==> config.mk <==
export PLATFORM = sky130hd
export DESIGN_NAME = pipe_hazard_ctrl
export DESIGN_NICKNAME = d
export VERILOG_FILES = /design/src/rtl/pipe_pkg.sv /design/src/rtl/fwd_match.sv /design/src/rtl/pipe_hazard_ctrl.sv
export SDC_FILE = /design/constraint.sdc
export NUM_CORES = 1
export LEC_CHECK = 0
export ABC_AREA = 1
export CAP_MARGIN = 10
export CORE_ASPECT_RATIO = 2
export CORE_MARGIN = 2
export CORE_UTILIZATION = 55
export DETAILED_ROUTE_END_ITERATION = 12
export PLACE_DENSITY = 0.95
export SKIP_CTS_REPAIR_TIMING = 1
export SKIP_LAST_GASP = 1
export SLEW_MARGIN = 20
export SYNTH_ARGS = -nofsm -noshare
export SYNTH_HDL_FRONTEND = slang
export SYNTH_SLANG_ARGS = --single-unit
==> constraint.sdc <==
create_clock -name clk -period 4.4 [get_ports clk]
set_input_delay 0.66 -clock clk [delete_from_list [all_inputs] [get_ports clk]]
set_output_delay 0.66 -clock clk [all_outputs]
set_load 0.02 [all_outputs]
==> src/rtl/pipe_pkg.sv <==
// Shared types and default stage indices for the pipeline hazard controller.
package pipe_pkg;

    // Widest register address a shadow entry can hold; narrower cores zero-extend.
    localparam int unsigned MAX_REG_AW = 8;

    typedef struct packed {
        logic                  valid;
        logic                  wr_en;
        logic [MAX_REG_AW-1:0] wr_addr;
        logic                  is_load;
    } shadow_t;

    localparam int unsigned STG_F = 0;
    localparam int unsigned STG_D = 1;
    localparam int unsigned STG_E = 2;
    localparam int unsigned STG_M = 3;
    localparam int unsigned STG_W = 4;

    localparam int unsigned SEL_REGFILE = 0;

endpackage

==> src/rtl/fwd_match.sv <==
// Priority search of the post-decode shadow for one decode operand:
// the youngest matching producer decides between forwarding and a stall.
module fwd_match
    import pipe_pkg::*;
#(
    parameter int unsigned NUM_STAGES     = 5,
    parameter int unsigned DEC_STAGE      = 1,
    parameter int unsigned ALU_FWD_STAGE  = 3,
    parameter int unsigned LOAD_FWD_STAGE = 4,
    parameter int unsigned SEL_W          = $clog2(NUM_STAGES)
) (
    input  shadow_t               shadow_i [DEC_STAGE+1:NUM_STAGES-1],
    input  logic [MAX_REG_AW-1:0] reg_i,
    input  logic                  use_i,
    output logic [SEL_W-1:0]      sel_o,
    output logic                  hazard_o
);

    logic found;

    always_comb begin
        sel_o    = SEL_W'(SEL_REGFILE);
        hazard_o = 1'b0;
        found    = 1'b0;
        for (int unsigned k = DEC_STAGE + 1; k < NUM_STAGES; k++) begin
            if (!found && use_i && (reg_i != '0) && shadow_i[k].valid &&
                shadow_i[k].wr_en && (shadow_i[k].wr_addr == reg_i)) begin
                found = 1'b1;
                if (k >= (shadow_i[k].is_load ? LOAD_FWD_STAGE : ALU_FWD_STAGE)) begin
                    sel_o = SEL_W'(k);
                end else begin
                    hazard_o = 1'b1;
                end
            end
        end
    end

endmodule

==> src/rtl/pipe_hazard_ctrl.sv <==
// Pipeline control: shadow tracking of in-flight writers, stage enables/flushes,
// decode forwarding selects and a saturating data-stall counter.
module pipe_hazard_ctrl
    import pipe_pkg::*;
#(
    parameter int unsigned NUM_STAGES        = 5,
    parameter int unsigned REG_AW            = 5,
    parameter int unsigned DEC_STAGE         = STG_D,
    parameter int unsigned ALU_FWD_STAGE     = STG_M,
    parameter int unsigned LOAD_FWD_STAGE    = STG_W,
    parameter int unsigned FLUSH_ON_REDIRECT = 0,
    parameter int unsigned SEL_W             = $clog2(NUM_STAGES)
) (
    input  logic                  clk,
    input  logic                  reset,
    input  logic                  i_wait,
    input  logic                  d_wait,
    input  logic                  dec_valid,
    input  logic [REG_AW-1:0]     dec_rs,
    input  logic [REG_AW-1:0]     dec_rt,
    input  logic                  dec_use_rs,
    input  logic                  dec_use_rt,
    input  logic                  dec_wr_en,
    input  logic [REG_AW-1:0]     dec_wr_addr,
    input  logic                  dec_is_load,
    input  logic                  redirect,
    output logic [NUM_STAGES-1:0] stage_en,
    output logic [NUM_STAGES-1:0] stage_flush,
    output logic [NUM_STAGES-1:0] stage_valid,
    output logic [SEL_W-1:0]      fwd_rs_sel,
    output logic [SEL_W-1:0]      fwd_rt_sel,
    output logic [31:0]           stall_cnt
);

    localparam int unsigned FIRST = DEC_STAGE + 1;

    shadow_t               shadow_q [FIRST:NUM_STAGES-1];
    shadow_t               shadow_d [FIRST:NUM_STAGES-1];
    shadow_t               dec_entry;
    logic [31:0]           stall_cnt_q, stall_cnt_d;
    logic [MAX_REG_AW-1:0] rs_ext, rt_ext;
    logic                  rs_hazard, rt_hazard;
    logic                  bus_wait, data_hazard;

    assign rs_ext      = MAX_REG_AW'(dec_rs);
    assign rt_ext      = MAX_REG_AW'(dec_rt);
    assign bus_wait    = i_wait | d_wait;
    assign data_hazard = dec_valid & (rs_hazard | rt_hazard);
    assign stall_cnt   = stall_cnt_q;

    always_comb begin
        dec_entry = '{valid:   dec_valid,
                      wr_en:   dec_valid & dec_wr_en,
                      wr_addr: MAX_REG_AW'(dec_wr_addr),
                      is_load: dec_valid & dec_is_load};
    end

    fwd_match #(
        .NUM_STAGES    (NUM_STAGES),
        .DEC_STAGE     (DEC_STAGE),
        .ALU_FWD_STAGE (ALU_FWD_STAGE),
        .LOAD_FWD_STAGE(LOAD_FWD_STAGE),
        .SEL_W         (SEL_W)
    ) u_fwd_rs (
        .shadow_i(shadow_q),
        .reg_i   (rs_ext),
        .use_i   (dec_use_rs),
        .sel_o   (fwd_rs_sel),
        .hazard_o(rs_hazard)
    );

    fwd_match #(
        .NUM_STAGES    (NUM_STAGES),
        .DEC_STAGE     (DEC_STAGE),
        .ALU_FWD_STAGE (ALU_FWD_STAGE),
        .LOAD_FWD_STAGE(LOAD_FWD_STAGE),
        .SEL_W         (SEL_W)
    ) u_fwd_rt (
        .shadow_i(shadow_q),
        .reg_i   (rt_ext),
        .use_i   (dec_use_rt),
        .sel_o   (fwd_rt_sel),
        .hazard_o(rt_hazard)
    );

    always_comb begin
        stage_en    = '1;
        stage_flush = '0;
        stall_cnt_d = stall_cnt_q;
        if (reset) begin
            stage_en    = '0;
            stage_flush = '1;
        end else if (bus_wait) begin
            stage_en = '0;
        end else if (data_hazard) begin
            // Hold fetch..decode, let the rest drain, inject a bubble behind decode.
            for (int unsigned k = 0; k <= DEC_STAGE; k++) begin
                stage_en[k] = 1'b0;
            end
            stage_flush[FIRST] = 1'b1;
            if (stall_cnt_q != '1) begin
                stall_cnt_d = stall_cnt_q + 32'd1;
            end
        end else if (FLUSH_ON_REDIRECT != 0) begin
            stage_flush[0] = redirect & dec_valid;
        end
    end

    always_comb begin
        shadow_d[FIRST] = shadow_q[FIRST];
        if (stage_en[FIRST]) begin
            shadow_d[FIRST] = stage_flush[FIRST] ? '0 : dec_entry;
        end
        for (int unsigned k = FIRST + 1; k < NUM_STAGES; k++) begin
            shadow_d[k] = shadow_q[k];
            if (stage_en[k]) begin
                shadow_d[k] = stage_flush[k] ? '0 : shadow_q[k-1];
            end
        end
    end

    always_comb begin
        stage_valid = '0;
        for (int unsigned k = FIRST; k < NUM_STAGES; k++) begin
            stage_valid[k] = shadow_q[k].valid;
        end
    end

    always_ff @(posedge clk) begin
        if (reset) begin
            for (int unsigned k = FIRST; k < NUM_STAGES; k++) begin
                shadow_q[k] <= '0;
            end
            stall_cnt_q <= '0;
        end else begin
            shadow_q    <= shadow_d;
            stall_cnt_q <= stall_cnt_d;
        end
    end

endmodule
Word level (Yosys, flattened, before mapping)
Cells that the tools add are included.

storage, ports and cells
  output and inout bits = 53
  bits in registers = 65

operators by class
  add/sub/neg operators = 1
  mux-type cells = 40
  magnitude comparators = 3
  eq/ne operators = 7
  bitwise operators = 6
  reductions and logical operators = 35

operators by type and width
  kind                                                                                  number
  2-bit by 32-bit greater-or-equal comparator with 1-bit output (first input constant)  2
  8-bit by 5-bit equality test with 1-bit output                                        6
  3-bit two-way mux                                                                     13
  11-bit two-way mux                                                                    3
  32-bit by 1-bit adder with 32-bit output (second input constant)                      1
  3-bit by 32-bit greater-or-equal comparator with 1-bit output (first input constant)  1
  32-bit != test (second input constant)                                                1
  1-bit logical AND                                                                     28
  1-bit two-way mux                                                                     18
  8-bit nonzero test                                                                    2
  2-bit two-way mux                                                                     5
  5-bit two-way mux                                                                     1
  1-bit logical NOT                                                                     4
  1-bit AND                                                                             3
  3-bit AND reduction                                                                   1
  1-bit bitwise OR                                                                      2
  1-bit NOT                                                                             1

Logic depth before layout (Yosys ltp)
Gate-level depths: netlist of run 1.

  depth after elaboration = 26
  gate-level depth with buffers = 14

Modules after synthesis
Synthesis of run 1 repeated with hierarchy kept, for this count alone.

unflattened totals
  cells, all modules = 680
  area, all modules = 3,978.8 µm²

modules (own cells, without submodules)
  module            cells each  instances  area each (µm²)
  pipe_hazard_ctrl  458         1          2,992.9
  fwd_match         111         2          493.0

Worst setup path before layout of run 1
OpenSTA, ideal clock, no wires.

  path kind = input to output
  start point = input port d_wait
  end point = output port stage_en[1]
  arrival time = 2.386 ns
  stages on the path = 6
  slack = 1.354 ns
  data required time = 3.740 ns
  cells stage by stage = nor2_1 -> clkinv_1 -> nor2_1 -> inv_1 -> nor2_2 -> buf_4

on the way
  longest elaborated chain between the ends = 3

ends and longest elaborated chain
  element            line                    source
  from (decl)        pipe_hazard_ctrl.sv:17  input logic d_wait,
  1-bit bitwise OR   pipe_hazard_ctrl.sv:47  assign bus_wait = i_wait | d_wait;
  2-bit two-way mux  pipe_hazard_ctrl.sv:93  end else if (bus_wait) begin
  5-bit two-way mux  pipe_hazard_ctrl.sv:90  if (reset) begin
  to (decl)          pipe_hazard_ctrl.sv:27  output logic [NUM_STAGES-1:0] stage_en,

Every way passes these cells.

Final worst setup path of run 1
  start point = input port dec_rs[3]
  end point = output port stage_flush[2]

on the way
  longest elaborated chain between the ends = 25

ends and longest elaborated chain
  element                         line                    source
  from (decl)                     pipe_hazard_ctrl.sv:19  input logic [REG_AW-1:0] dec_rs,
  8-bit nonzero test              fwd_match.sv:26         if (!found && use_i && (reg_i != '0) && shadow_i[k].valid &&
  1-bit logical AND (3 in a row)  fwd_match.sv:26
  1-bit logical AND               fwd_match.sv:27         shadow_i[k].wr_en && (shadow_i[k].wr_addr == reg_i)) begin
  1-bit two-way mux               fwd_match.sv:26
  1-bit logical NOT               fwd_match.sv:26
  1-bit logical AND (4 in a row)  fwd_match.sv:26
  1-bit logical AND               fwd_match.sv:27
  1-bit two-way mux               fwd_match.sv:26
  1-bit logical NOT               fwd_match.sv:26
  1-bit logical AND (4 in a row)  fwd_match.sv:26
  1-bit logical AND               fwd_match.sv:27
  1-bit two-way mux (*)           fwd_match.sv:26
  1-bit bitwise OR (*)            pipe_hazard_ctrl.sv:48  assign data_hazard = dec_valid & (rs_hazard | rt_hazard);
  1-bit AND (*)                   pipe_hazard_ctrl.sv:48
  1-bit two-way mux (*)           pipe_hazard_ctrl.sv:95  end else if (data_hazard) begin
  1-bit two-way mux (*)           pipe_hazard_ctrl.sv:93
  1-bit two-way mux (*)           pipe_hazard_ctrl.sv:90
  to (decl)                       pipe_hazard_ctrl.sv:28  output logic [NUM_STAGES-1:0] stage_flush,

Every way passes the cells marked *; elsewhere a longest branch is shown, timed or not.

==> insert_results.sql, run 1 <==
INSERT INTO impl_metrics (metric_group, metric, value, unit) VALUES
('sta', 'slew_headroom', '0.389', ''),
('sta', 'tightestPinTransition', '914', 'ps'),
('synthesis', 'ys_top_cells_by_area', 'sky130_fd_sc_hd__dfxtp_1 (31%), sky130_fd_sc_hd__nand2_1 (16%), sky130_fd_sc_hd__nand4_1 (7.8%)', ''),
('synthesis', 'ys.warnings.count', '0', ''),
('layout', 'insertedDiodeCount', '0', ''),
('detailed_routing', 'dr.pass1.iters', '5', ''),
('clock_tree', 'worst_skew_pair.late_latency', '300', 'ps'),
('layout', 'final_area', '4360', 'um^2'),
('detailed_routing', 'dr.first_iter.drc_count', '279', ''),
('clock_tree', 'tritoncts', 'yes', ''),
('synthesis', 'yosysUniqueCellTypes', '32', ''),
('synthesis', 'synth-edff-count', '0', ''),
('die', 'chipWidth', '60.7', 'um'),
('pwr', 'total_power', '1050', 'uW'),
('synthesis', 'synth_top_cells_by_count', 'sky130_fd_sc_hd__nand2_1 (153), sky130_fd_sc_hd__dfxtp_1 (55), sky130_fd_sc_hd__a21oi_1 (53)', ''),
('synthesis', 'yosys.area.top_type', 'sky130_fd_sc_hd__dfxtp_1', ''),
('global_routing', 'initial_antenna_violation_count', '0', ''),
('placed_design', 'finalWeightedCongestion', '1.05', ''),
('synthesis', 'netlist_area', '3530', 'um^2'),
('flow_run', 'max_cap_violations', '0', ''),
('die', 'ios', '78', ''),
('setup_path', 'crit-reg2reg-launch', 'stage_valid[3]', ''),
('synthesis', 'synth_async_reset_ratio', '0', ''),
('clock_tree', 'ctsRootBufferMaster', 'sky130_fd_sc_hd__clkbuf_16', ''),
('synthesis', 'synth.top_cell.area_share', '0.312', ''),
('sta', 'setup_tns', '0', 'ps'),
('global_routing', 'globalRouteTotalUtil', '0.331', ''),
('global_routing', 'first_global_vias', '3661', ''),
('clock_tree', 'cts_max_level', '2', ''),
('setup_path', 'rr_endpoint', 'stall_cnt[24]', ''),
('sta', 'final.setup.worst_slack', '667', 'ps'),
('detailed_routing', 'drc_markers', '0', ''),
('synthesis', 'postSynthCellCount', '540', ''),
('clock_tree', 'cts.path.max_buffers', '2', ''),
('synthesis', 'cell_with_the_most_instances_after_synthesis', 'sky130_fd_sc_hd__nand2_1', ''),
('global_routing', 'grt_remaining_overflow', '0', ''),
('setup_path', 'cp_data_arrival_time', '3070', 'ps'),
('detailed_routing', 'number_of_antenna_violating_nets_in_the_routed_design', '0', ''),
('setup_path', 'crit_path_end_kind', 'primary output', ''),
('sta', 'final-setup-viol-count', '0', ''),
('synthesis', 'syn-mean-instance-area', '6.54', 'um^2'),
('clock_tree', 'clk_pin_slew', '80', 'ps'),
('sta', 'min_period_over_period', '0.848', ''),
('placed_design', 'count_of_buffers_inserted_at_the_top_level_ports', '74', ''),
('clock_tree', 'tritoncts.num_buffers', '5', ''),
('run_status', 'outcome', 'complete, no violations', ''),
('die', 'die_area', '7120', 'um^2'),
('sta', 'final_critical_delay_including_setup_and_external_delays', '3730', 'ps'),
('pwr', 'ir_worst_vdd', '0.000189', 'V'),
('global_routing', 'grt_pass1_wl', '17700', 'um'),
('sta', 'setup_repair_after_global_routing_missed_its_margin', 'no', ''),
('die', 'placeableCoreArea', '6260', 'um^2'),
('worst_hold_path', 'hold_path_end', 'shadow_q[22]', ''),
('pwr', 'pwr_cell_area', '241', 'nW/um^2'),
('layout', 'fin_nets', '617', ''),
('detailed_routing', 'totalWireLength', '11600', 'um'),
('sta', 'finalHoldViolCount', '0', ''),
('detailed_routing', 'routedWlPerCell', '17.2', 'um'),
('layout', 'layout.core_utilization', '0.696', ''),
('sta', 'worst_clock_skew', '11.1', 'ps'),
('worst_hold_path', 'hold_path_startpoint', 'shadow_q[22]', ''),
('setup_path', 'crit_path_max_fanout', '5', ''),
('sta', 'maxClockFrequency', '268', 'MHz'),
('setup_path', 'worst_r2r_path_depth', '13', ''),
('synthesis', 'synth_ff_type', 'sky130_fd_sc_hd__dfxtp_1', ''),
('die', 'initial_core_util', '0.565', ''),
('synthesis', 'ys_seq_elements', '55', ''),
('die', 'die_height', '117', 'um'),
('global_routing', 'maximum_number_of_pins_on_one_net_before_global_route_repair', '59', ''),
('die', 'row_count', '41', ''),
('pwr', 'power_leakage', '0.00162', 'uW');
-- worst max-delay path, stage by stage --
cell                              delay [ps]
sky130_fd_sc_hd__clkdlybuf4s50_1         510
sky130_fd_sc_hd__inv_1                   110
sky130_fd_sc_hd__nand2_1                  70
sky130_fd_sc_hd__nand2_1                  60
sky130_fd_sc_hd__nor2_1                  180
sky130_fd_sc_hd__nand2_1                  90
sky130_fd_sc_hd__nor2_2                  110
sky130_fd_sc_hd__nand3_1                 100
sky130_fd_sc_hd__nand2_1                  90
sky130_fd_sc_hd__nand2_2                  80
sky130_fd_sc_hd__a21oi_4                 160
sky130_fd_sc_hd__inv_1                    50
sky130_fd_sc_hd__o21ai_0                 150
sky130_fd_sc_hd__clkdlybuf4s50_1         660
-- layout by cell type (no fill, tap or decap), drive strengths merged, types with 12 or more instances in the layout --
cell / count
xor2: 23
nor3: 15
nand3: 12
xnor2: 13
nor2: 51
dfxtp: 55
inv: 44
nand2: 156
clkdlybuf4s50: 74
nand4: 46
a21oi: 54
o21ai: 20
-- report_power, final --
part	switching (uW)	leakage, uW	internal, uW
registers	13.1	0.000446	508
clock network	195	0.0000700	213
logic	69.7	0.00111	49.4
total	278	0.00162	771
-- cell families (layout without fill, tap and decap cells) --
| family | count (synthesis) | in the layout | share of synthesized area |
|---|---|---|---|
| and+or+nand+nor | 288 | 288 | 0.367 |
| DFF | 55 | 55 | 0.312 |
| other | 1 | 2 | 0.00106 |
| adders and majority gates | 1 | 1 | 0.00354 |
| xor gates and xnor gates | 36 | 36 | 0.0892 |
| buffers and inverters | 80 | 131 | 0.109 |
| AOI/OAI and AO/OA | 79 | 79 | 0.119 |
-- routing by layer --
| metal | global-route usage | wire (um) | up-vias |
|---|---|---|---|
| met5 | 0 | 0 | - |
| met4 | 0.246 | 945 | 0 |
| met3 | 0.0474 | 585 | 53 |
| met2 | 0.589 | 6300 | 167 |
| met1 | 0.316 | 3810 | 1773 |
| li1 | - | - | 1873 |
-- registers in the layout (all words and copies together), names as in the netlist --
register     count
stall_cnt       32
stage_valid      3
shadow_q        20
-- worst max path at each step --
stage	cells after the start	start	end	slack (ps)
after detailed placement	14	dec_rs[3]	stage_flush[2]	710
after CTS	14	dec_rs[3]	stage_flush[2]	700
after floorplan	6	d_wait	stage_en[1]	1350
final	14	dec_rs[3]	stage_flush[2]	670
after global placement	14	dec_rs[3]	stage_flush[2]	740
after global routing	14	dec_rt[2]	stage_flush[2]	520
-- final cells by class --
type / count / area (um^2) / area share
inverter: 45 / 169 / 0.0388
sequential: 55 / 1100 / 0.253
clock inverter: 3 / 25.0 / 0.00575
clock buffer: 5 / 125 / 0.0287
multi-input combinational: 406 / 2060 / 0.472
tap: 86 / 108 / 0.0247
timing repair buffer: 78 / 771 / 0.177
-- through the flow --
| step | hold slack, ps | cells |
|---|---|---|
| 6_report | 480 | 678 |
| 5_1_grt | 500 | 678 |
| 4_1_cts | 477 | 678 |
| 3_5_place_dp | 464 | 670 |
| 3_3_place_gp | 456 | 670 |
| 2_1_floorplan | 446 | 541 |
Note: power is estimated with default switching activity, not from simulation.
==> run 2, diff against run 1 <==
CORE_UTILIZATION = 46   (was 55)
PLACE_DENSITY = 0.86   (was 0.95)
clock period = 3.3 ns   (was 4.4 ns; I/O delays follow)
==> run 2 against run 1 <==
  * The run now ends with setup timing left
  * Non-clock buffer count up 17
  * Sequential share of layout area down 0.80 points
  * Utilization down 10 points
  * Combinational power up 44%
  * Register-to-register slack worse by 1100 ps
  * Sequential power up 33%
  * Power up 32%
  * Wire length down 2.3%
  * Largest cell class unchanged
  * Via count up 1.0%
  * Die area up 19%
==> insert_results.sql, run 2 (synthesis results as in run 1) <==
INSERT INTO impl_metrics (metric_group, metric, value, unit) VALUES
('clock_tree', 'cts_max_level', '2', ''),
('die', 'chipWidth', '66.0', 'um'),
('setup_path', 'critical-path-max-stage-delay', '640', 'ps'),
('worst_hold_path', 'hold_path_end', 'shadow_q[22]', ''),
('worst_hold_path', 'worstHoldPathType', 'register to register', ''),
('sta', 'final-setup-viol-count', '1', ''),
('setup_path', 'timing.critical_path.cells', 'clkdlybuf4s50_1 -> buf_4 -> xnor2_1 -> nand3_1 -> a2111oi_2 -> buf_4 -> nand2_1 -> nor3_1 -> clkdlybuf4s50_1', ''),
('clock_tree', 'cts.path.max_buffers', '2', ''),
('global_routing', 'initial_antenna_violation_count', '0', ''),
('global_routing', 'globalRouteTotalUtil', '0.282', ''),
('global_routing', 'grt_remaining_overflow', '0', ''),
('layout', 'fillCellCount', '737', ''),
('pwr', 'ir_worst_vdd', '0.000256', 'V'),
('placed_design', 'hpwlAfterDp', '8670', 'um'),
('sta', 'final.setup.worst_slack', '-24.2', 'ps'),
('flow_run', 'max_cap_violations', '0', ''),
('pwr', 'switching_share', '0.255', ''),
('setup_path', 'cp.buffers_inverters', '4', ''),
('pwr', 'pwr_cell_area', '308', 'nW/um^2'),
('pwr', 'power_leakage', '0.00174', 'uW'),
('sta', 'min_period_over_period', '1.01', ''),
('setup_path', 'rr_endpoint', 'stall_cnt[13]', ''),
('pwr', 'power.share.sequential', '0.501', ''),
('sta', 'slew_viol_final', '0', ''),
('layout', 'fin_nets', '634', ''),
('sta', 'worst_clock_skew', '6.08', 'ps'),
('run_status', 'failing_checks', 'setup timing', ''),
('clock_tree', 'tritoncts', 'yes', ''),
('detailed_routing', 'vias_per_cell', '5.56', ''),
('sta', 'maxClockFrequency', '301', 'MHz'),
('layout', 'layout.core_utilization', '0.596', ''),
('layout', 'mostFrequentLayoutCells', 'sky130_fd_sc_hd__nand2_1 (153), sky130_fd_sc_hd__clkdlybuf4s50_1 (71), sky130_fd_sc_hd__dfxtp_1 (55)', ''),
('sta', 'tightestPinTransition', '834', 'ps'),
('placed_design', 'finalWeightedCongestion', '0.988', ''),
('setup_path', 'cp_data_required_time', '2800', 'ps'),
('clock_tree', 'ctsRootBufferMaster', 'sky130_fd_sc_hd__clkbuf_16', ''),
('clock_tree', 'clk_pin_slew', '70', 'ps'),
('layout', 'layout-drive-gt1-share', '0.0920', ''),
('setup_path', 'crit_path_max_fanout', '5', ''),
('clock_tree', 'worst_skew_pair.late_latency', '300', 'ps'),
('global_routing', 'grt_pass1_wl', '18000', 'um'),
('setup_path', 'crit_type', 'input port to primary output', ''),
('detailed_routing', 'number_of_antenna_violating_nets_in_the_routed_design', '0', ''),
('placed_design', 'count_of_buffers_inserted_at_the_top_level_ports', '74', ''),
('pwr', 'power_report.internal_total', '1030', 'uW'),
('sta', 'setup_repair_after_global_routing_missed_its_margin', 'yes', ''),
('detailed_routing', 'totalWireLength', '11400', 'um'),
('die', 'initial_core_util', '0.468', ''),
('pwr', 'total_switching_power', '354', 'uW'),
('pwr', 'clockPowerShare', '0.376', ''),
('global_routing', 'grt.met2_usage', '0.541', ''),
('global_routing', 'maximum_number_of_pins_on_one_net_before_global_route_repair', '59', ''),
('setup_path', 'timing.critical_path.from_type', 'input port', ''),
('clock_tree', 'tritoncts.num_buffers', '5', ''),
('setup_path', 'crit_path_end_kind', 'primary output', ''),
('setup_path', 'crit-reg2reg-launch', 'shadow_q[12]', ''),
('detailed_routing', 'vias', '3906', ''),
('global_routing', 'grtUsageMet3', '0.0351', ''),
('die', 'row_count', '45', ''),
('setup_path', 'timing.critical_path.max_delay_family', 'buffers and inverters', ''),
('layout', 'layout.cells.most_common', 'sky130_fd_sc_hd__nand2_1', ''),
('die', 'ios', '78', ''),
('sta', 'slew_headroom', '0.442', ''),
('pwr', 'pwr-share-comb', '0.123', ''),
('worst_hold_path', 'min_delay_path_depth', '2', ''),
('die', 'die_height', '128', 'um'),
('placed_design', 'place_worst_setup_slack', '-248', 'ps'),
('die', 'placeableCoreArea', '7540', 'um^2'),
('setup_path', 'regToRegSetupSlack', '720', 'ps'),
('setup_path', 'cp_data_arrival_time', '2830', 'ps'),
('clock_tree', 'cts.sink_count', '55', ''),
('sta', 'timing.hold.ws', '470', 'ps'),
('setup_path', 'path_depth', '9', ''),
('detailed_routing', 'routedWlPerCell', '16.2', 'um'),
('global_routing', 'grt_busiest_layer', 'met2', ''),
('sta', 'final_critical_delay_including_setup_and_external_delays', '3320', 'ps'),
('global_routing', 'first_global_vias', '3810', ''),
('sta', 'setup_tns', '-24.2', 'ps'),
('setup_path', 'crit_path_top_delay_cell', 'sky130_fd_sc_hd__clkdlybuf4s50_1', ''),
('layout', 'area_growth_syn_to_layout', '27.3', '%'),
('sta', 'finalHoldViolCount', '0', ''),
('pwr', 'total_power', '1390', 'uW'),
('run_status', 'outcome', 'finished with violations', ''),
('detailed_routing', 'drc_markers', '0', ''),
('detailed_routing', 'dr.first_iter.drc_count', '257', ''),
('detailed_routing', 'dr.pass1.iters', '5', ''),
('layout', 'insertedDiodeCount', '0', ''),
('worst_hold_path', 'hold_path_startpoint', 'shadow_q[22]', ''),
('global_routing', 'grt.met1_usage', '0.253', ''),
('layout', 'largest_register_ffs', '32', ''),
('setup_path', 'worst_r2r_path_depth', '14', ''),
('die', 'die_area', '8440', 'um^2');
[run 2: cell types whose count changed in the layout (fill, tap and decap cells not counted)]
cell / delta
sky130_fd_sc_hd__clkdlybuf4s50_1: -3
sky130_fd_sc_hd__clkinv_4: -2
sky130_fd_sc_hd__a2111oi_0: -1
sky130_fd_sc_hd__clkinv_2: +1
sky130_fd_sc_hd__clkbuf_1: +1
sky130_fd_sc_hd__a2111oi_2: +1
sky130_fd_sc_hd__dlymetal6s2s_1: +3
sky130_fd_sc_hd__buf_4: +17
[run 2: cell type report]
class | count | area (um^2) | share of cell area
sequential | 55 | 1100 | 0.245
multi-input combinational | 406 | 2060 | 0.459
clock inverter | 2 | 12.5 | 0.00278
tap | 94 | 118 | 0.0261
inverter | 45 | 169 | 0.0376
clock buffer | 6 | 129 | 0.0287
timing repair buffer | 95 | 906 | 0.201
[run 2: how the worst max path moves through the flow]
stage | from | end | slack [ps]
after floorplan | d_wait | stage_en[1] | 580
after global placement | dec_rs[2] | fwd_rs_sel[2] | -360
after detailed placement | dec_rs[2] | fwd_rs_sel[2] | -250
after CTS | dec_rs[2] | fwd_rs_sel[2] | -250
after global routing | dec_rs[2] | fwd_rs_sel[2] | -120
final | dec_rs[2] | fwd_rs_sel[2] | -20
[run 2: routing by layer]
metal,routed length [um],share of wire
met1,3700,0.33
met4,826,0.073
met5,0,0
met2,6390,0.56
met3,466,0.041
[run 2: worst reg2reg max path, cell delays in order, from the launching register on]
cell	delay, ps
sky130_fd_sc_hd__dfxtp_1	480
sky130_fd_sc_hd__inv_1	100
sky130_fd_sc_hd__nand2_1	70
sky130_fd_sc_hd__nand2_1	50
sky130_fd_sc_hd__nor2_1	110
sky130_fd_sc_hd__nand2_1	90
sky130_fd_sc_hd__nor2_2	100
sky130_fd_sc_hd__nand3_1	100
sky130_fd_sc_hd__nand2_1	100
sky130_fd_sc_hd__nand2_2	80
sky130_fd_sc_hd__buf_4	140
sky130_fd_sc_hd__nand2_1	60
sky130_fd_sc_hd__nand4_2	630
sky130_fd_sc_hd__nand2_1	260
sky130_fd_sc_hd__a21oi_1	90
[run 2: power groups by stage]
stage,registers [uW],logic (uW),clock network [uW]
final,695,171,521
after global routing,696,187,574
after CTS,694,170,536
after detailed placement,709,169,0
after global placement,709,167,0
after floorplan,702,98.2,0
[run 2: through the flow]
step	cell area, um^2	std cells
floorplan	3540	541
finish	4500	703
global route	4500	703
global placement	4340	695
detailed placement	4340	695
CTS	4480	703
==> run 3, diff against run 2 <==
SLEW_MARGIN = unset   (was 20)
==> results of run 3 <==
The final DEF is identical to that of run 2; final timing and power are the same.
